==> src/rtl/nist_verdict_tally.sv <==
// ============================================================================
//  nist_verdict_tally
//  Tallies approximate-entropy verdicts: counts, windows, consecutive-fail alarm.
//  Optional macro VERDICT_HISTORY_EN adds an 8-verdict history port.
//  Revision: 1.0
// ============================================================================
`default_nettype none

module nist_verdict_tally #(
   parameter int WINDOW     = 16,
   parameter int FAIL_LIMIT = 3,
   parameter int CNT_W      = 8
) (
   input  logic       clk,
   input  logic       rst_n,
   input  logic       valid_in,
   input  logic       is_random_in,
   input  logic       clear,
   input  logic [1:0] sel,
   output logic [7:0] status_out,
   output logic       alarm,
`ifdef VERDICT_HISTORY_EN
   output logic [7:0] history_out,
`endif
   output logic       window_done
);

   localparam logic [1:0]       ST_IDLE    = 2'd0;
   localparam logic [1:0]       ST_MONITOR = 2'd1;
   localparam logic [1:0]       ST_ALARM   = 2'd2;
   localparam logic [CNT_W-1:0] CNT_ONE    = {{(CNT_W-1){1'b0}}, 1'b1};
   localparam logic [CNT_W-1:0] CNT_MAX    = {CNT_W{1'b1}};
   localparam logic [7:0]       WIN_LAST   = 8'(WINDOW - 1);
   localparam logic [3:0]       FAIL_TGT   = 4'(FAIL_LIMIT);

   logic             valid_d;
   logic [CNT_W-1:0] total;
   logic [CNT_W-1:0] pass;
   logic [7:0]       win_cnt;
   logic [7:0]       win_pass;
   logic [7:0]       last_win_pass;
   logic [3:0]       consec_fail;
   logic [1:0]       state;
   logic [1:0]       state_next;

   logic       ev;
   logic [3:0] cf_inc;
   logic [7:0] win_pass_next;
   logic       fail_hit;

   assign ev            = valid_in & ~valid_d;
   assign cf_inc        = (consec_fail == 4'hF) ? 4'hF : consec_fail + 4'd1;
   assign win_pass_next = win_pass + {7'd0, is_random_in};
   assign fail_hit      = ev & ~is_random_in & (cf_inc == FAIL_TGT);

   always_ff @(posedge clk or negedge rst_n) begin
      if (!rst_n) begin
         valid_d       <= 1'b0;
         total         <= '0;
         pass          <= '0;
         win_cnt       <= '0;
         win_pass      <= '0;
         last_win_pass <= '0;
         consec_fail   <= '0;
         window_done   <= 1'b0;
      end else begin
         // valid_d tracks valid_in even during clear so a held level is not recounted
         valid_d     <= valid_in;
         window_done <= 1'b0;
         if (clear) begin
            total         <= '0;
            pass          <= '0;
            win_cnt       <= '0;
            win_pass      <= '0;
            last_win_pass <= '0;
            consec_fail   <= '0;
         end else if (ev) begin
            if (total != CNT_MAX)
               total <= total + CNT_ONE;
            if (is_random_in && (pass != CNT_MAX))
               pass <= pass + CNT_ONE;
            consec_fail <= is_random_in ? 4'd0 : cf_inc;
            if (win_cnt == WIN_LAST) begin
               last_win_pass <= win_pass_next;
               win_cnt       <= '0;
               win_pass      <= '0;
               window_done   <= 1'b1;
            end else begin
               win_cnt  <= win_cnt + 8'd1;
               win_pass <= win_pass_next;
            end
         end
      end
   end

`ifdef VERDICT_HISTORY_EN
   always_ff @(posedge clk or negedge rst_n) begin
      if (!rst_n)
         history_out <= '0;
      else if (clear)
         history_out <= '0;
      else if (ev)
         history_out <= {history_out[6:0], is_random_in};
   end
`endif

   always_ff @(posedge clk or negedge rst_n) begin
      if (!rst_n)
         state <= ST_IDLE;
      else
         state <= state_next;
   end

   always_comb begin
      state_next = state;
      case (state)
         ST_IDLE:    if (ev) state_next = fail_hit ? ST_ALARM : ST_MONITOR;
         ST_MONITOR: if (fail_hit) state_next = ST_ALARM;
         ST_ALARM:   state_next = ST_ALARM;
         default:    state_next = ST_IDLE;
      endcase
      if (clear)
         state_next = ST_IDLE;
   end

   // alarm follows the registered state, so it rises on the same edge as ALARM entry
   always_comb begin
      alarm = (state == ST_ALARM);
      case (sel)
         2'd0:    status_out = 8'(total);
         2'd1:    status_out = 8'(pass);
         2'd2:    status_out = last_win_pass;
         default: status_out = {alarm, state, 1'b0, consec_fail};
      endcase
   end

endmodule

`default_nettype wire
==> config.mk <==
export PLATFORM = sky130hd
export DESIGN_NAME = nist_verdict_tally
export DESIGN_NICKNAME = d
export VERILOG_FILES = /design/src/rtl/nist_verdict_tally.sv
export SDC_FILE = /design/constraint.sdc
export NUM_CORES = 1
export LEC_CHECK = 0
export CAP_MARGIN = 20
export CELL_PAD_IN_SITES_DETAIL_PLACEMENT = 0
export CELL_PAD_IN_SITES_GLOBAL_PLACEMENT = 1
export CORE_ASPECT_RATIO = 0.6
export CORE_UTILIZATION = 30
export DETAILED_ROUTE_END_ITERATION = 16
export DONT_BUFFER_PORTS = 1
export PLACE_DENSITY_LB_ADDON = 0.1
export SYNTH_ARGS = -nofsm -noshare
export SYNTH_HDL_FRONTEND = slang
export SYNTH_SLANG_ARGS = --single-unit
==> constraint.sdc <==
create_clock -name clk -period 2.5 [get_ports clk]
set_input_delay 0.25 -clock clk [delete_from_list [all_inputs] [get_ports clk]]
set_output_delay 0.25 -clock clk [all_outputs]
set_load 0.05 [all_outputs]
## Yosys cells after proc, flatten, opt, wreduce, memory -nomap -nowiden

Index checks and enable logic that the tools add are counted.

| operators by class | value |
|---|---|
| add/subtract/negate cells | 5 |
| bitwise operators | 5 |
| mux-type cells | 28 |
| reduce and logical (&&, ||, !) cells | 11 |
| equality and inequality tests | 11 |

Operators by type and width:

| kind | count |
|---|---|
| $mux 8 | 15 |
| $add 8x1->8 const B | 3 |
| $pmux 8 s3 | 1 |
| $mux 4 | 4 |
| $ne 8x8->1 const B | 2 |
| $add 8x1->8 | 1 |
| $eq 8x4->1 const B | 1 |
| $mux 2 | 4 |
| $reduce_and 2->1 | 4 |
| $reduce_bool 2->1 | 4 |
| $ne 3x3->1 const B | 2 |
| $pmux 2 s3 | 1 |
| $add 4x1->4 const B | 1 |
| $eq 2x1->1 const B | 2 |
| $eq 2x2->1 const B | 2 |
| $eq 4x2->1 const B | 1 |
| $eq 4x4->1 const B | 1 |
| $logic_not 2->1 | 2 |
| $and 1x1->1 | 3 |
| $mux 1 | 3 |
| $not 1->1 | 2 |
| $logic_and 1x1->1 | 1 |

| word-level totals | value |
|---|---|
| bits of input ports | 7 |
| output and inout bits | 10 |
| flip-flop bits (word level) | 48 |
| word-level logic and storage cells | 69 |

## Logic depth before layout (Yosys ltp)

Gate-level depths: netlist of run 1.

| depth | value |
|---|---|
| word-level depth | 8 |
| depth in mapped cells | 7 |
| depth with buffers taken out | 6 |

## Least setup slack after synthesis of run 1

No wires, ideal clock.

| timing | value |
|---|---|
| path type | input -> output |
| from | input sel[0] |
| to | output status_out[4] |
| data required time | 2250 ps |
| slack | 574 ps |
| data arrival time | 1676 ps |
| stages | 3 |
| buffers on the path | 1 |
| cells stage by stage | buf_2 -> mux2i_1 -> o21ai_0 |

| between the ends | value |
|---|---|
| longest elaborated chain between the ends | 2 |
| elaborated cells between the ends (all ways) | 4 |
| classes of those cells | eq/ne (2); mux (1); reduce/logical (1) |

RTL lines:

| item | RTL line | source |
|---|---|---|
| from (decl) | 19 | `input logic [1:0] sel,` |
| $eq 2x2->1 (tied with other cells) | 129 | `case (sel)` |
| $pmux 8 s3 (*) | 129 |  |
| to (decl) | 20 | `output logic [7:0] status_out,` |

Every way passes the cells marked *; elsewhere a longest branch is shown, timed or not.

## Final worst setup path of run 1

| timing | value |
|---|---|
| from | register state[0] |
| to | output status_out[7] |

| between the ends | value |
|---|---|
| longest elaborated chain between the ends | 2 |

RTL lines:

| item | RTL line | source |
|---|---|---|
| from (decl) | 43 | `logic [1:0] state;` |
| from (signal assigned) | 111 | `state <= state_next;` |
| $eq 2x2->1 | 128 | `alarm = (state == ST_ALARM);` |
| named net alarm | 21 | `output logic alarm,` |
| $pmux 8 s3 | 129 |  |

The timed path passes the listed nets, and every way through them passes these cells.

==> results of run 1 <==
-- metal layers --
| metal | up-vias | share of wire (%) |
|---|---|---|
| met2 | 30 | 37 |
| li1 | 959 | - |
| met3 | 5 | 4.5 |
| met4 | 0 | 0.81 |
| met5 | - | 0 |
| met1 | 982 | 58 |
-- sequential cells by signal, indices dropped and copies added, names as in the netlist --
signal / count
win_cnt: 8
pass: 8
win_pass: 8
total: 8
consec_fail: 4
state: 2
last_win_pass: 8
window_done: 1
valid_d: 1
-- cell families after synthesis --
group | Yosys count
adder cells (fa/ha/maj) | 10
flip-flops | 48
buffers and inverters | 19
AND/OR/NAND/NOR | 107
XOR/XNOR | 22
multiplexers | 11
AO/OA/AOI/OAI | 47
-- cell type report --
| type | count | area (sq um) | area share, % |
|---|---|---|---|
| clock buffers | 5 | 125 | 4.18 |
| flip-flops and latches | 48 | 1200 | 40.2 |
| clock inverters | 3 | 42.5 | 1.42 |
| multi-input cells | 197 | 1380 | 46.0 |
| repair buffers | 8 | 87.6 | 2.93 |
| inverters | 5 | 18.8 | 0.628 |
| well taps | 112 | 140 | 4.69 |
-- path summary, 6_finish.rpt --
check,from,to,slack [ns],depth (start not counted)
setup reg to reg,win_cnt[1],last_win_pass[0],0.38,6
hold reg to reg,win_pass[7],win_pass[7],0.51,2
min in group asynchronous,rst_n,pass[0],0.46,2
setup / recovery,state[0],status_out[7],0.33,3
hold / removal,clear,last_win_pass[6],0.01,1
max in group asynchronous,rst_n,total[5],1.79,2
-- synthesized netlist by cell type (3+ instances only) --
| master | number |
|---|---|
| sky130_fd_sc_hd__nand2b_1 | 3 |
| sky130_fd_sc_hd__xor2_1 | 13 |
| sky130_fd_sc_hd__dfrtp_1 | 48 |
| sky130_fd_sc_hd__a31oi_1 | 3 |
| sky130_fd_sc_hd__inv_1 | 5 |
| sky130_fd_sc_hd__xnor2_1 | 9 |
| sky130_fd_sc_hd__nor2_1 | 30 |
| sky130_fd_sc_hd__o21ai_0 | 12 |
| sky130_fd_sc_hd__nor3_1 | 15 |
| sky130_fd_sc_hd__nand2_1 | 21 |
| sky130_fd_sc_hd__mux2i_1 | 4 |
| sky130_fd_sc_hd__clkbuf_1 | 10 |
| sky130_fd_sc_hd__ha_1 | 10 |
| sky130_fd_sc_hd__a211oi_1 | 3 |
| sky130_fd_sc_hd__a21oi_1 | 13 |
| sky130_fd_sc_hd__nand3_1 | 16 |
| sky130_fd_sc_hd__a211oi_2 | 5 |
| sky130_fd_sc_hd__mux4_2 | 7 |
| sky130_fd_sc_hd__nand4_1 | 4 |
-- worst reg2reg max path, stage by stage, from the launching register on --
cell and delay (ns):
sky130_fd_sc_hd__dfrtp_1 0.39, sky130_fd_sc_hd__ha_1 0.24, sky130_fd_sc_hd__nand4b_1 0.13, sky130_fd_sc_hd__or4_1 0.61, sky130_fd_sc_hd__nor2_8 0.35, sky130_fd_sc_hd__mux2i_1 0.25
sky130_fd_sc_hd__nor2_1 0.05
-- power by group through the flow --
stage	Clock, mW	Sequential (mW)	Combinational (mW)
final	0.792	0.803	0.122
after global routing	0.856	0.806	0.137
after global placement	0	0.819	0.0980
after CTS	0.810	0.803	0.123
after detailed placement	0	0.819	0.0976
after floorplan	0	0.814	0.0952
-- repair_timing --
action                                  in CTS  in global routing
endpoints found under the setup margin       0                  0
hold buffers                                 3                  1
endpoints found under the hold margin       49                  2
-- stage by stage --
| step | setup WS [ns] | util (%) |
|---|---|---|
| 2_1_floorplan | 0.574 | - |
| 3_3_place_gp | 0.461 | 32.3 |
| 3_5_place_dp | 0.398 | 32.3 |
| 4_1_cts | 0.324 | 34.8 |
| 5_1_grt | 0.180 | 35.0 |
| 6_report | 0.332 | 35.0 |
==> report_table.html, run 1 <==
<table>
<tr><th>Metric</th><th>Value</th></tr>
<tr><th colspan="2">Clock tree</th></tr>
<tr><td>Cell at the root of the clock tree</td><td>sky130_fd_sc_hd__clkbuf_16</td></tr>
<tr><td>Post-CTS setup repair buffer count</td><td>0</td></tr>
<tr><td>Htree depth</td><td>2</td></tr>
<tr><td>Post-CTS sizing</td><td>0</td></tr>
<tr><td>CTS tree</td><td>built</td></tr>
<tr><td>Worst-skew pair later-pin latency</td><td>about 0.3 ns</td></tr>
<tr><td>Clock-pin slew on the worst setup and hold paths</td><td>0.07 ns</td></tr>
<tr><td>Longest Clk Path Bufs</td><td>2</td></tr>
<tr><td>Sink count of the clock tree</td><td>between 40 and 50</td></tr>
<tr><td>Number of CTS-inserted buffers</td><td>5</td></tr>
<tr><th colspan="2">Worst setup path</th></tr>
<tr><td>Crit-path max cell delay</td><td>~0.72 ns</td></tr>
<tr><td>Arrival time of data at the critical path endpoint</td><td>approximately 1.9 ns</td></tr>
<tr><td>CP Cell Sequence</td><td>inv_1 -&gt; ha_1 -&gt; mux4_2</td></tr>
<tr><td>Crit path max fanout</td><td>4</td></tr>
<tr><td>Start-to-end type of the worst setup path</td><td>reg -&gt; out</td></tr>
<tr><td>Crit. End Element</td><td>primary output</td></tr>
<tr><td>Startpoint types</td><td>flip-flop</td></tr>
<tr><td>Kind of cell with the highest combined delay on the critical path</td><td>multiplexers</td></tr>
<tr><td>Slowest stage cell on the critical path</td><td>sky130_fd_sc_hd__mux4_2</td></tr>
<tr><td>Required @ worst endpoint</td><td>between 2 and 2.5 ns</td></tr>
<tr><td>Buffers &amp; Inverters on Critical Path</td><td>1</td></tr>
<tr><th colspan="2">Placement</th></tr>
<tr><td>Port bufs</td><td>0</td></tr>
<tr><td>Placer's final routability congestion estimate</td><td>about 0.82</td></tr>
<tr><td>Number of placed cells counting well taps</td><td>roughly 370</td></tr>
<tr><td>Standard cell area after detailed placement</td><td>0.00277 sq mm</td></tr>
<tr><td>Placed wire-length estimate</td><td>approximately 4.6 mm</td></tr>
<tr><th colspan="2">Route</th></tr>
<tr><td>Avg Vias per Cell</td><td>5.23</td></tr>
<tr><td>Total number of vias</td><td>about 2,000</td></tr>
<tr><td>Detailed-route wire length</td><td>approximately 6.8 mm</td></tr>
<tr><td>Remaining antenna violation count</td><td>0</td></tr>
<tr><td>Starting DRC count in detailed routing</td><td>~170</td></tr>
<tr><td>DRT Pass-1 Iters</td><td>4</td></tr>
<tr><td>Detailed-route DRC error count</td><td>0</td></tr>
<tr><td>Detailed-route wire length per cell</td><td>around 18 um</td></tr>
<tr><th colspan="2">Floorplanning</th></tr>
<tr><td>Overall die width</td><td>124 um</td></tr>
<tr><td>Effective utilization at floorplan</td><td>just over 30%</td></tr>
<tr><td>Number of core rows</td><td>26</td></tr>
<tr><td>Top Ports</td><td>17</td></tr>
<tr><td>Die outline area</td><td>0.00926 sq mm</td></tr>
<tr><td>Die Ht</td><td>about 75 um</td></tr>
<tr><td>Core area</td><td>0.00856 sq mm</td></tr>
<tr><th colspan="2">Outcome</th></tr>
<tr><td>Outcome</td><td>finished clean</td></tr>
<tr><th colspan="2">STA</th></tr>
<tr><td>Final TNS setup</td><td>0 ns</td></tr>
<tr><td>Clock period minus worst slack</td><td>between 2 and 2.5 ns</td></tr>
<tr><td>Max-slew violation count</td><td>0</td></tr>
<tr><td>Minimum hold slack</td><td>roughly 0.012 ns</td></tr>
<tr><td>Final number of setup-violating endpoints</td><td>0</td></tr>
<tr><td>Measured slew at the worst slew-check pin</td><td>~0.75 ns</td></tr>
<tr><td>Max-Slew Margin vs Limit</td><td>roughly 50%</td></tr>
<tr><td>Highest attainable clock frequency</td><td>about 460 MHz</td></tr>
<tr><td>Portion of the clock cycle consumed by the worst path in the final layout</td><td>between 80% and 90%</td></tr>
<tr><td>Final Hold Violating Endpoints</td><td>0</td></tr>
<tr><td>Worst Clk Skew</td><td>slightly above 0.009 ns</td></tr>
<tr><td>RSZ-0062 raised after global routing</td><td>false</td></tr>
<tr><th colspan="2">Synth</th></tr>
<tr><td>Dominant cell type by area after synthesis</td><td>sky130_fd_sc_hd__dfrtp_1</td></tr>
<tr><td>Largest family of logic cells by synthesized area</td><td>simple AND/OR/NAND/NOR gates</td></tr>
<tr><td>Commonest register cell after synthesis</td><td>sky130_fd_sc_hd__dfrtp_1</td></tr>
<tr><td>Area of the mapped netlist</td><td>approximately 0.0027 sq mm</td></tr>
<tr><td>Post-synthesis average cell area</td><td>~10 sq um</td></tr>
<tr><td>Multiplexer area fraction after synthesis</td><td>under 10%</td></tr>
<tr><td>Share of the synthesized area in the top cell type</td><td>45.2%</td></tr>
<tr><td>Post-synthesis share of cell area spent on full adders, half adders and majority gates</td><td>between 4 and 5%</td></tr>
<tr><td>Share of synthesized flip-flops with an asynchronous set or reset</td><td>between 90% and 100%</td></tr>
<tr><td>Simple-gate share of the synthesized area</td><td>about a fifth</td></tr>
<tr><td>Synthesis Warnings</td><td>0</td></tr>
<tr><td>Synth unique cells</td><td>45</td></tr>
<tr><td>Post-synthesis compound-gate area fraction</td><td>roughly an eighth</td></tr>
<tr><td>Number of synthesized flops with an enable pin</td><td>0</td></tr>
<tr><td>Register bit total from synthesis</td><td>48</td></tr>
<tr><td>Top post-synthesis cells by area</td><td>sky130_fd_sc_hd__dfrtp_1, sky130_fd_sc_hd__mux4_2, sky130_fd_sc_hd__ha_1, sky130_fd_sc_hd__xor2_1, sky130_fd_sc_hd__nor2_1</td></tr>
<tr><td>Sequential element share of the synthesized area</td><td>45.2%</td></tr>
<tr><td>Parity-gate share of the synthesized area counting xor and xnor cells</td><td>just over 7%</td></tr>
<tr><td>Synthesized instance count</td><td>between 200 and 300</td></tr>
<tr><td>Synthesized Nets</td><td>281</td></tr>
<tr><th colspan="2">Power and ir drop</th></tr>
<tr><td>Clock share of power</td><td>approximately 46%</td></tr>
<tr><td>Leakage dissipation</td><td>~1.2 nW</td></tr>
<tr><td>Net switching fraction of the power</td><td>between 20% and 30%</td></tr>
<tr><td>Total internal power</td><td>1.30 mW</td></tr>
<tr><td>Sequential cell fraction of total power</td><td>a little under half</td></tr>
<tr><td>Cell area power density</td><td>between 500 and 600 mW/mm^2</td></tr>
<tr><td>Switching component of the power</td><td>approximately 0.41 mW</td></tr>
<tr><td>Combinational share of power</td><td>slightly above 7%</td></tr>
<tr><td>Overall power of the completed layout</td><td>between 1.5 and 2 mW</td></tr>
<tr><td>Max IR drop VDD</td><td>0.274 mV</td></tr>
<tr><th colspan="2">Global routing</th></tr>
<tr><td>Total gr overflow</td><td>0</td></tr>
<tr><td>Met1 GRT Util</td><td>a little over a quarter</td></tr>
<tr><td>Maximum number of pins on one net before global-route repair</td><td>49</td></tr>
<tr><td>Grt met3 use</td><td>roughly 4.5%</td></tr>
<tr><td>GR Util met2</td><td>between 20% and 30%</td></tr>
<tr><td>Grt peak-use layer</td><td>met1</td></tr>
<tr><td>Initial antenna violation count</td><td>0</td></tr>
<tr><td>Vias in the first global route</td><td>1,929</td></tr>
<tr><td>First-pass GRT wire length</td><td>11.3 mm</td></tr>
<tr><td>Overall track demand over capacity in global routing</td><td>16.7%</td></tr>
<tr><th colspan="2">Layout</th></tr>
<tr><td>Fraction of final layout cells with drive strength greater than 1</td><td>between 10% and 20%</td></tr>
<tr><td>Layout overhead on the synthesized area</td><td>12.4%</td></tr>
<tr><td>Most common library cell in the layout ignoring fill and taps</td><td>sky130_fd_sc_hd__dfrtp_1</td></tr>
<tr><td>Most frequent cells in the layout</td><td>sky130_fd_sc_hd__dfrtp_1, sky130_fd_sc_hd__nor2_1, sky130_fd_sc_hd__nand2_1, sky130_fd_sc_hd__nand3_1, sky130_fd_sc_hd__nor3_1</td></tr>
<tr><td>Number of fillers in the final layout</td><td>884</td></tr>
<tr><td>Number of nets in the finished design</td><td>approximately 280</td></tr>
<tr><td>Number of standard cells in the layout, taps in and fillers out</td><td>approximately 380</td></tr>
<tr><td>Antenna diode count</td><td>0</td></tr>
<tr><td>Final Instance Area</td><td>between 0.002 and 0.003 sq mm</td></tr>
<tr><th colspan="2">Job</th></tr>
<tr><td>Count of max-cap constraint violations</td><td>0</td></tr>
<tr><th colspan="2">Min path</th></tr>
<tr><td>Class of the worst hold path</td><td>in -&gt; reg</td></tr>
</table>
Power figures use the tool's default switching activity.
==> inputs of run 2 (changes only) <==
--- a/config.mk
+++ b/config.mk
@@ -13,6 +13,7 @@
 export DETAILED_ROUTE_END_ITERATION = 16
 export DONT_BUFFER_PORTS = 1
 export PLACE_DENSITY_LB_ADDON = 0.1
+export RECOVER_POWER = 25
 export SYNTH_ARGS = -nofsm -noshare
 export SYNTH_HDL_FRONTEND = slang
 export SYNTH_SLANG_ARGS = --single-unit
==> constraint.sdc (replaced) <==
create_clock -name clk -period 2.2 [get_ports clk]
set_input_delay 0.22 -clock clk [delete_from_list [all_inputs] [get_ports clk]]
set_output_delay 0.22 -clock clk [all_outputs]
set_load 0.05 [all_outputs]
==> run 2 against run 1 <==
  * Register-to-register slack lost 0.13 ns
  * Critical endpoint is now last_win_pass[0]
  * Largest cell class unchanged
  * Wire length grew 2.8%
  * Utilization increased by 0.69 points
  * Via count rose by 0.71%
  * Total power increased by 14%
  * Clock-buffer cell count is the same
  * Clock skew shrank 0.0053 ns
==> report_table.html, run 2 (same netlist as run 1, synthesis figures left out) <==
<table>
<tr><th>Metric</th><th>Value</th></tr>
<tr><th colspan="2">Power and ir drop</th></tr>
<tr><td>Cell area power density</td><td>644 mW/mm^2 (+12%)</td></tr>
<tr><td>Max IR drop VDD</td><td>0.283 mV (+3.5%)</td></tr>
<tr><td>Clock share of power</td><td>45.6% (-0.5 points)</td></tr>
<tr><td>Net switching fraction of the power</td><td>24.5% (+0.33 points)</td></tr>
<tr><td>Combinational share of power</td><td>7.8% (+0.7 points)</td></tr>
<tr><td>Total internal power</td><td>1.48 mW (+14%)</td></tr>
<tr><td>Sequential cell fraction of total power</td><td>46.6% (-0.2 points)</td></tr>
<tr><td>Switching component of the power</td><td>0.481 mW (+16%)</td></tr>
<tr><td>Leakage dissipation</td><td>1.24 nW (+3.1%)</td></tr>
<tr><th colspan="2">STA</th></tr>
<tr><td>Max-slew violation count</td><td>0 (unchanged)</td></tr>
<tr><td>Highest attainable clock frequency</td><td>between 500 and 600 MHz</td></tr>
<tr><td>Measured slew at the worst slew-check pin</td><td>1.25 ns (+0.503 ns)</td></tr>
<tr><td>Portion of the clock cycle consumed by the worst path in the final layout</td><td>between 80% and 90%</td></tr>
<tr><td>Minimum hold slack</td><td>0.0132 ns (+0.00143 ns)</td></tr>
<tr><td>Worst Clk Skew</td><td>0.00395 ns (-0.00528 ns)</td></tr>
<tr><td>Final Hold Violating Endpoints</td><td>0 (unchanged)</td></tr>
<tr><td>Max-Slew Margin vs Limit</td><td>16.7% (-33 points)</td></tr>
<tr><td>RSZ-0062 raised after global routing</td><td>false</td></tr>
<tr><td>Final number of setup-violating endpoints</td><td>0 (unchanged)</td></tr>
<tr><td>Final TNS setup</td><td>0 ns (unchanged)</td></tr>
<tr><td>Clock period minus worst slack</td><td>around 2 ns</td></tr>
<tr><th colspan="2">Job</th></tr>
<tr><td>Count of max-cap constraint violations</td><td>0 (unchanged)</td></tr>
<tr><th colspan="2">Layout</th></tr>
<tr><td>Antenna diode count</td><td>0 (unchanged)</td></tr>
<tr><td>Number of fillers in the final layout</td><td>854 (-3.4%)</td></tr>
<tr><td>Fraction of final layout cells with drive strength greater than 1</td><td>13.2% (+2.7 points)</td></tr>
<tr><td>Most frequent cells in the layout</td><td>sky130_fd_sc_hd__dfrtp_1, sky130_fd_sc_hd__nor2_1, sky130_fd_sc_hd__nand2_1, sky130_fd_sc_hd__nand3_1, sky130_fd_sc_hd__nor3_1</td></tr>
<tr><td>Number of nets in the finished design</td><td>289 (+2.5%)</td></tr>
<tr><td>Layout overhead on the synthesized area</td><td>14.6%</td></tr>
<tr><td>Most common library cell in the layout ignoring fill and taps</td><td>sky130_fd_sc_hd__dfrtp_1</td></tr>
<tr><th colspan="2">Floorplanning</th></tr>
<tr><td>Overall die width</td><td>124 um (unchanged)</td></tr>
<tr><td>Effective utilization at floorplan</td><td>31.1% (unchanged)</td></tr>
<tr><td>Number of core rows</td><td>26 (unchanged)</td></tr>
<tr><td>Top Ports</td><td>17 (unchanged)</td></tr>
<tr><td>Core area</td><td>0.00856 sq mm (unchanged)</td></tr>
<tr><td>Die outline area</td><td>0.00926 sq mm (unchanged)</td></tr>
<tr><td>Die Ht</td><td>74.9 um (unchanged)</td></tr>
<tr><th colspan="2">Worst setup path</th></tr>
<tr><td>Arrival time of data at the critical path endpoint</td><td>2.13 ns (+0.21 ns)</td></tr>
<tr><td>Cell depth of the worst setup path</td><td>7 (+4)</td></tr>
<tr><td>Path depth of the worst reg2reg path</td><td>7 (+1)</td></tr>
<tr><td>Buffers &amp; Inverters on Critical Path</td><td>1 (unchanged)</td></tr>
<tr><td>Crit path max fanout</td><td>18 (+14)</td></tr>
<tr><td>Startpoint types</td><td>flip-flop</td></tr>
<tr><td>Crit. End Element</td><td>flip-flop</td></tr>
<tr><td>Slowest stage cell on the critical path</td><td>sky130_fd_sc_hd__or4_4</td></tr>
<tr><td>Crit-path max cell delay</td><td>0.51 ns (-0.21 ns)</td></tr>
<tr><td>Kind of cell with the highest combined delay on the critical path</td><td>simple AND/OR/NAND/NOR gates</td></tr>
<tr><td>Required @ worst endpoint</td><td>2.38 ns (+0.13 ns)</td></tr>
<tr><td>CP Cell Sequence</td><td>ha_1 -&gt; nand4b_1 -&gt; or4_4 -&gt; nor2_8 -&gt; buf_12 -&gt; mux2i_1 -&gt; nor2_1</td></tr>
<tr><td>Start-to-end type of the worst setup path</td><td>reg -&gt; reg</td></tr>
<tr><th colspan="2">Global routing</th></tr>
<tr><td>Initial antenna violation count</td><td>0 (unchanged)</td></tr>
<tr><td>Vias in the first global route</td><td>1,998 (+3.6%)</td></tr>
<tr><td>Total gr overflow</td><td>0 (unchanged)</td></tr>
<tr><td>Maximum number of pins on one net before global-route repair</td><td>49 (unchanged)</td></tr>
<tr><td>Overall track demand over capacity in global routing</td><td>17.5% (+0.86 points)</td></tr>
<tr><td>First-pass GRT wire length</td><td>11.7 mm (+3.6%)</td></tr>
<tr><th colspan="2">Route</th></tr>
<tr><td>Detailed-route wire length</td><td>6.99 mm (+2.8%)</td></tr>
<tr><td>Detailed-route wire length per cell</td><td>18.1 um (+0.96%)</td></tr>
<tr><td>Total number of vias</td><td>1,990 (+0.71%)</td></tr>
<tr><td>Remaining antenna violation count</td><td>0 (unchanged)</td></tr>
<tr><td>Avg Vias per Cell</td><td>5.17 (-1.1%)</td></tr>
<tr><td>Starting DRC count in detailed routing</td><td>176 (+6.7%)</td></tr>
<tr><td>DRT Pass-1 Iters</td><td>4 (unchanged)</td></tr>
<tr><td>Detailed-route DRC error count</td><td>0 (unchanged)</td></tr>
<tr><th colspan="2">Clock tree</th></tr>
<tr><td>Clock-pin slew on the worst setup and hold paths</td><td>0.07 ns (about the same)</td></tr>
<tr><td>Htree depth</td><td>2 (unchanged)</td></tr>
<tr><td>Sink count of the clock tree</td><td>48 (unchanged)</td></tr>
<tr><td>Worst-skew pair later-pin latency</td><td>0.29 ns (about the same)</td></tr>
<tr><td>Longest Clk Path Bufs</td><td>2 (unchanged)</td></tr>
<tr><td>Number of CTS-inserted buffers</td><td>5 (unchanged)</td></tr>
<tr><td>Cell at the root of the clock tree</td><td>sky130_fd_sc_hd__clkbuf_16</td></tr>
<tr><td>CTS tree</td><td>built</td></tr>
<tr><th colspan="2">Min path</th></tr>
<tr><td>Worst hold path cell count</td><td>1 (unchanged)</td></tr>
<tr><td>Class of the worst hold path</td><td>in -&gt; reg</td></tr>
<tr><th colspan="2">Placement</th></tr>
<tr><td>Port bufs</td><td>0 (unchanged)</td></tr>
<tr><td>Placed wire-length estimate</td><td>4.67 mm (+0.63%)</td></tr>
<tr><td>Placer's final routability congestion estimate</td><td>0.743 (-9.9%)</td></tr>
<tr><th colspan="2">Outcome</th></tr>
<tr><td>Outcome</td><td>finished clean</td></tr>
</table>
[run 2: through the flow]
stage                     power [mW]  std cells  area [sq um]  util, %  setup slack [ns]
final                           1.96        385          3050     35.6             0.247
after global routing            2.05        385          3050     35.6            0.0987
after CTS                       2.00        381          3030     35.4            0.0490
after detailed placement        1.05        368          2780     32.5            0.0675
after global placement          1.05        368          2780     32.5             0.150
after floorplan                 1.03        264          2660        -             0.334
[run 2: worst paths after layout]
check                            start  slack, ns               end
max                         win_cnt[0]       0.25  last_win_pass[0]
min                              clear       0.01        win_cnt[4]
max reg2reg                 win_cnt[0]       0.25  last_win_pass[0]
min reg2reg                win_pass[7]       0.52       win_pass[7]
max in group asynchronous        rst_n       0.70          state[0]
min in group asynchronous        rst_n       0.75    consec_fail[0]
[run 2: per-layer routing]
layer	wire length (um)	global-route usage (%)
met5	0	0
met3	320	4.02
met1	4130	29.1
met4	57	4.02
met2	2470	21.8
[run 2: power groups by stage]
stage	Combinational (mW)	Sequential, mW	Clock (mW)
after floorplan	0.108	0.925	0
after global placement	0.116	0.932	0
after detailed placement	0.114	0.932	0
after CTS	0.163	0.914	0.920
after global routing	0.173	0.917	0.960
final	0.153	0.914	0.897
[run 2: repair_timing]
action	4_1_cts	5_1_grt
endpoints found under the hold margin	85	0
hold buffers	5	0
setup buffers	0	4
gates resized for setup	0	1
endpoints found under the setup margin	0	8
[run 2: final cells by class]
cell class / count / area (sq um) / area share [%]
clock buffers: 5 / 125 / 4.10
well taps: 112 / 140 / 4.60
flip-flops and latches: 48 / 1200 / 39.4
clock inverters: 3 / 42.5 / 1.40
repair buffers: 15 / 143 / 4.68
multi-input cells: 197 / 1380 / 45.2
inverters: 5 / 18.8 / 0.616
==> inputs of run 3 (changes only) <==
--- a/config.mk
+++ b/config.mk
@@ -6,14 +6,13 @@
 export NUM_CORES = 1
 export LEC_CHECK = 0
 export CAP_MARGIN = 20
-export CELL_PAD_IN_SITES_DETAIL_PLACEMENT = 0
-export CELL_PAD_IN_SITES_GLOBAL_PLACEMENT = 1
 export CORE_ASPECT_RATIO = 0.6
 export CORE_UTILIZATION = 30
+export CTS_CLUSTER_DIAMETER = 60
 export DETAILED_ROUTE_END_ITERATION = 16
 export DONT_BUFFER_PORTS = 1
-export PLACE_DENSITY_LB_ADDON = 0.1
 export RECOVER_POWER = 25
+export SETUP_SLACK_MARGIN = 0.3
 export SYNTH_ARGS = -nofsm -noshare
 export SYNTH_HDL_FRONTEND = slang
 export SYNTH_SLANG_ARGS = --single-unit
==> run 3 against run 2 <==
  * Flip-flop and latch count unchanged
  * Critical path depth down 1
  * Cell count up 0.78%
  * Wire length down 4.0%
  * First-iteration DRC count up 25%
  * Die area unchanged
  * Critical endpoint is now last_win_pass[1]
  * Largest cell class unchanged
  * Largest power group unchanged
==> report_table.html, run 3 (same netlist as run 1, synthesis figures left out) <==
<table>
<tr><th>Metric</th><th>Value</th></tr>
<tr><th colspan="2">STA</th></tr>
<tr><td>Portion of the clock cycle consumed by the worst path in the final layout</td><td>85.4% (-3.4 points)</td></tr>
<tr><td>Minimum hold slack</td><td>0.0129 ns (-0.000327 ns)</td></tr>
<tr><td>Max-slew violation count</td><td>0 (unchanged)</td></tr>
<tr><td>Final setup margin</td><td>0.321 ns (+0.0742 ns)</td></tr>
<tr><td>RSZ-0062 raised after global routing</td><td>true</td></tr>
<tr><td>Final number of setup-violating endpoints</td><td>0 (unchanged)</td></tr>
<tr><td>Max-Slew Margin vs Limit</td><td>17.4% (+0.67 points)</td></tr>
<tr><td>Final TNS setup</td><td>0 ns (unchanged)</td></tr>
<tr><td>Final Hold Violating Endpoints</td><td>0 (unchanged)</td></tr>
<tr><td>Measured slew at the worst slew-check pin</td><td>1.24 ns (-0.0101 ns)</td></tr>
<tr><td>Clock period minus worst slack</td><td>1.88 ns (-0.0742 ns)</td></tr>
<tr><td>Highest attainable clock frequency</td><td>532 MHz (+3.9%)</td></tr>
<tr><td>Worst Clk Skew</td><td>0.00231 ns (-0.00164 ns)</td></tr>
<tr><th colspan="2">Route</th></tr>
<tr><td>Remaining antenna violation count</td><td>0 (unchanged)</td></tr>
<tr><td>Total number of vias</td><td>2,077 (+4.4%)</td></tr>
<tr><td>Detailed-route wire length</td><td>6.71 mm (-4.0%)</td></tr>
<tr><td>Starting DRC count in detailed routing</td><td>220 (+25%)</td></tr>
<tr><td>Avg Vias per Cell</td><td>5.35 (+3.6%)</td></tr>
<tr><td>Detailed-route wire length per cell</td><td>17.3 um (-4.8%)</td></tr>
<tr><td>Detailed-route DRC error count</td><td>0 (unchanged)</td></tr>
<tr><td>DRT Pass-1 Iters</td><td>4 (unchanged)</td></tr>
<tr><th colspan="2">Worst setup path</th></tr>
<tr><td>CP Cell Sequence</td><td>ha_2 -&gt; nand4b_1 -&gt; or4_4 -&gt; nor2_8 -&gt; mux2i_1 -&gt; nor2_1</td></tr>
<tr><td>Slowest stage cell on the critical path</td><td>sky130_fd_sc_hd__or4_4</td></tr>
<tr><td>Crit path max fanout</td><td>8 (-10)</td></tr>
<tr><td>Crit-path max cell delay</td><td>0.54 ns (+0.03 ns)</td></tr>
<tr><td>Required @ worst endpoint</td><td>2.38 ns (about the same)</td></tr>
<tr><td>Crit. End Element</td><td>flip-flop</td></tr>
<tr><td>Startpoint of the most critical setup path</td><td>win_cnt[0]</td></tr>
<tr><td>Crit Reg-Reg Endpoint</td><td>last_win_pass[1]</td></tr>
<tr><td>Setup slack of the worst register-to-register path</td><td>0.32 ns (+0.07 ns)</td></tr>
<tr><td>Arrival time of data at the critical path endpoint</td><td>2.06 ns (-0.07 ns)</td></tr>
<tr><td>Startpoint types</td><td>flip-flop</td></tr>
<tr><td>Path depth of the worst reg2reg path</td><td>6 (-1)</td></tr>
<tr><td>Start-to-end type of the worst setup path</td><td>reg -&gt; reg</td></tr>
<tr><td>Worst reg2reg startpoint</td><td>win_cnt[0]</td></tr>
<tr><th colspan="2">Layout</th></tr>
<tr><td>Fraction of final layout cells with drive strength greater than 1</td><td>14.9% (+1.7 points)</td></tr>
<tr><td>Register area</td><td>0.00120 sq mm (unchanged)</td></tr>
<tr><td>Antenna diode count</td><td>0 (unchanged)</td></tr>
<tr><td>Number of nets in the finished design</td><td>292 (+1.0%)</td></tr>
<tr><td>Final Instance Area</td><td>0.00307 sq mm (+0.53%)</td></tr>
<tr><td>Number of standard cells in the layout, taps in and fillers out</td><td>388 (+0.78%)</td></tr>
<tr><td>Most frequent cells in the layout</td><td>sky130_fd_sc_hd__dfrtp_1, sky130_fd_sc_hd__nor2_1, sky130_fd_sc_hd__nand2_1, sky130_fd_sc_hd__nor3_1, sky130_fd_sc_hd__nand3_1</td></tr>
<tr><td>Multi-input gate area in the final layout</td><td>0.00141 sq mm (+2.4%)</td></tr>
<tr><td>Number of fillers in the final layout</td><td>864 (+1.2%)</td></tr>
<tr><td>Core utilization of the finished layout</td><td>35.8% (+0.19 points)</td></tr>
<tr><td>Most common library cell in the layout ignoring fill and taps</td><td>sky130_fd_sc_hd__dfrtp_1</td></tr>
<tr><td>Layout overhead on the synthesized area</td><td>15.2%</td></tr>
<tr><th colspan="2">Min path</th></tr>
<tr><td>Worst Hold Endpoint</td><td>win_cnt[7]</td></tr>
<tr><td>Class of the worst hold path</td><td>in -&gt; reg</td></tr>
<tr><td>Worst hold path cell count</td><td>1 (unchanged)</td></tr>
<tr><td>Source of the worst hold timing path</td><td>clear</td></tr>
<tr><th colspan="2">Global routing</th></tr>
<tr><td>Maximum number of pins on one net before global-route repair</td><td>49 (unchanged)</td></tr>
<tr><td>Vias in the first global route</td><td>1,846 (-7.6%)</td></tr>
<tr><td>First-pass GRT wire length</td><td>10.5 mm (-10%)</td></tr>
<tr><td>Total gr overflow</td><td>0 (unchanged)</td></tr>
<tr><td>Overall track demand over capacity in global routing</td><td>15.8% (-1.8 points)</td></tr>
<tr><td>Initial antenna violation count</td><td>0 (unchanged)</td></tr>
<tr><th colspan="2">Clock tree</th></tr>
<tr><td>Worst-skew pair later-pin latency</td><td>0.29 ns (about the same)</td></tr>
<tr><td>CTS tree</td><td>built</td></tr>
<tr><td>Number of CTS-inserted buffers</td><td>5 (unchanged)</td></tr>
<tr><td>Htree depth</td><td>2 (unchanged)</td></tr>
<tr><td>Cell at the root of the clock tree</td><td>sky130_fd_sc_hd__clkbuf_16</td></tr>
<tr><td>Clock-pin slew on the worst setup and hold paths</td><td>0.06 ns (about the same)</td></tr>
<tr><td>Longest Clk Path Bufs</td><td>2 (unchanged)</td></tr>
<tr><td>Sink count of the clock tree</td><td>48 (unchanged)</td></tr>
<tr><th colspan="2">Power and ir drop</th></tr>
<tr><td>Max IR drop VDD</td><td>0.295 mV (+4.0%)</td></tr>
<tr><td>Leakage dissipation</td><td>1.24 nW (-0.31%)</td></tr>
<tr><td>Overall power of the completed layout</td><td>1.86 mW (-5.3%)</td></tr>
<tr><td>Cell area power density</td><td>607 mW/mm^2 (-5.8%)</td></tr>
<tr><th colspan="2">Floorplanning</th></tr>
<tr><td>Die Ht</td><td>74.9 um (unchanged)</td></tr>
<tr><td>Top Ports</td><td>17 (unchanged)</td></tr>
<tr><td>Effective utilization at floorplan</td><td>31.1% (unchanged)</td></tr>
<tr><td>Number of core rows</td><td>26 (unchanged)</td></tr>
<tr><td>Overall die width</td><td>124 um (unchanged)</td></tr>
<tr><td>Core area</td><td>0.00856 sq mm (unchanged)</td></tr>
<tr><td>Die outline area</td><td>0.00926 sq mm (unchanged)</td></tr>
<tr><th colspan="2">Job</th></tr>
<tr><td>Count of max-cap constraint violations</td><td>0 (unchanged)</td></tr>
<tr><th colspan="2">Placement</th></tr>
<tr><td>Port bufs</td><td>0 (unchanged)</td></tr>
<tr><td>Placed wire-length estimate</td><td>4.42 mm (-5.3%)</td></tr>
<tr><td>Pre-CTS setup slack</td><td>0.120 ns (+0.0523 ns)</td></tr>
<tr><td>Placer's final routability congestion estimate</td><td>0.819 (+10%)</td></tr>
<tr><td>Number of placed cells counting well taps</td><td>368 (unchanged)</td></tr>
<tr><td>Standard cell area after detailed placement</td><td>0.00278 sq mm (unchanged)</td></tr>
<tr><th colspan="2">Outcome</th></tr>
<tr><td>Outcome</td><td>finished clean</td></tr>
</table>
## run 3: worst max path at each step
stage,to,slack [ns],cells after the start
after floorplan,status_out[4],0.33,3
after global placement,last_win_pass[1],0.19,6
after detailed placement,last_win_pass[2],0.12,6
after CTS,last_win_pass[2],0.31,6
after global routing,last_win_pass[1],0.19,6
final,last_win_pass[1],0.32,6
## run 3: final cells by class
type	count	area share, %
Tap cell	112	4.57
Inverter	5	0.612
Multi-Input combinational cell	198	46.0
Timing Repair Buffer	17	4.82
Sequential cell	48	39.2
Clock buffer	8	4.78
## run 3: critical path, delay by kind of cell (launching register included)
family | cells | cell delay, ns
DFF | 1 | 0.39
and+or+nand+nor | 4 | 0.93
adders and majority gates | 1 | 0.23
muxes | 1 | 0.21
## run 3: power breakdown
group	internal (mW)	switching, mW	total [mW]
combinational	0.0569	0.106	0.163
clock	0.454	0.330	0.784
sequential	0.897	0.0159	0.913
total	1.41	0.452	1.86
## run 3: timing repair
action	CTS	global route
hold buffers	5	1
cloned	1	0
setup buffers	5	0
setup endpoints to repair	15	17
pin swaps	1	2
hold endpoints to repair	81	3
resized for setup	2	4
## run 3: metal layers
metal	vias up	global-route usage [%]	part of all wire (%)
li1	982	-	-
met1	1034	25.2	55
met2	57	19.4	38
met3	4	6.29	6.2
met4	0	2.14	0.22
met5	-	0	0
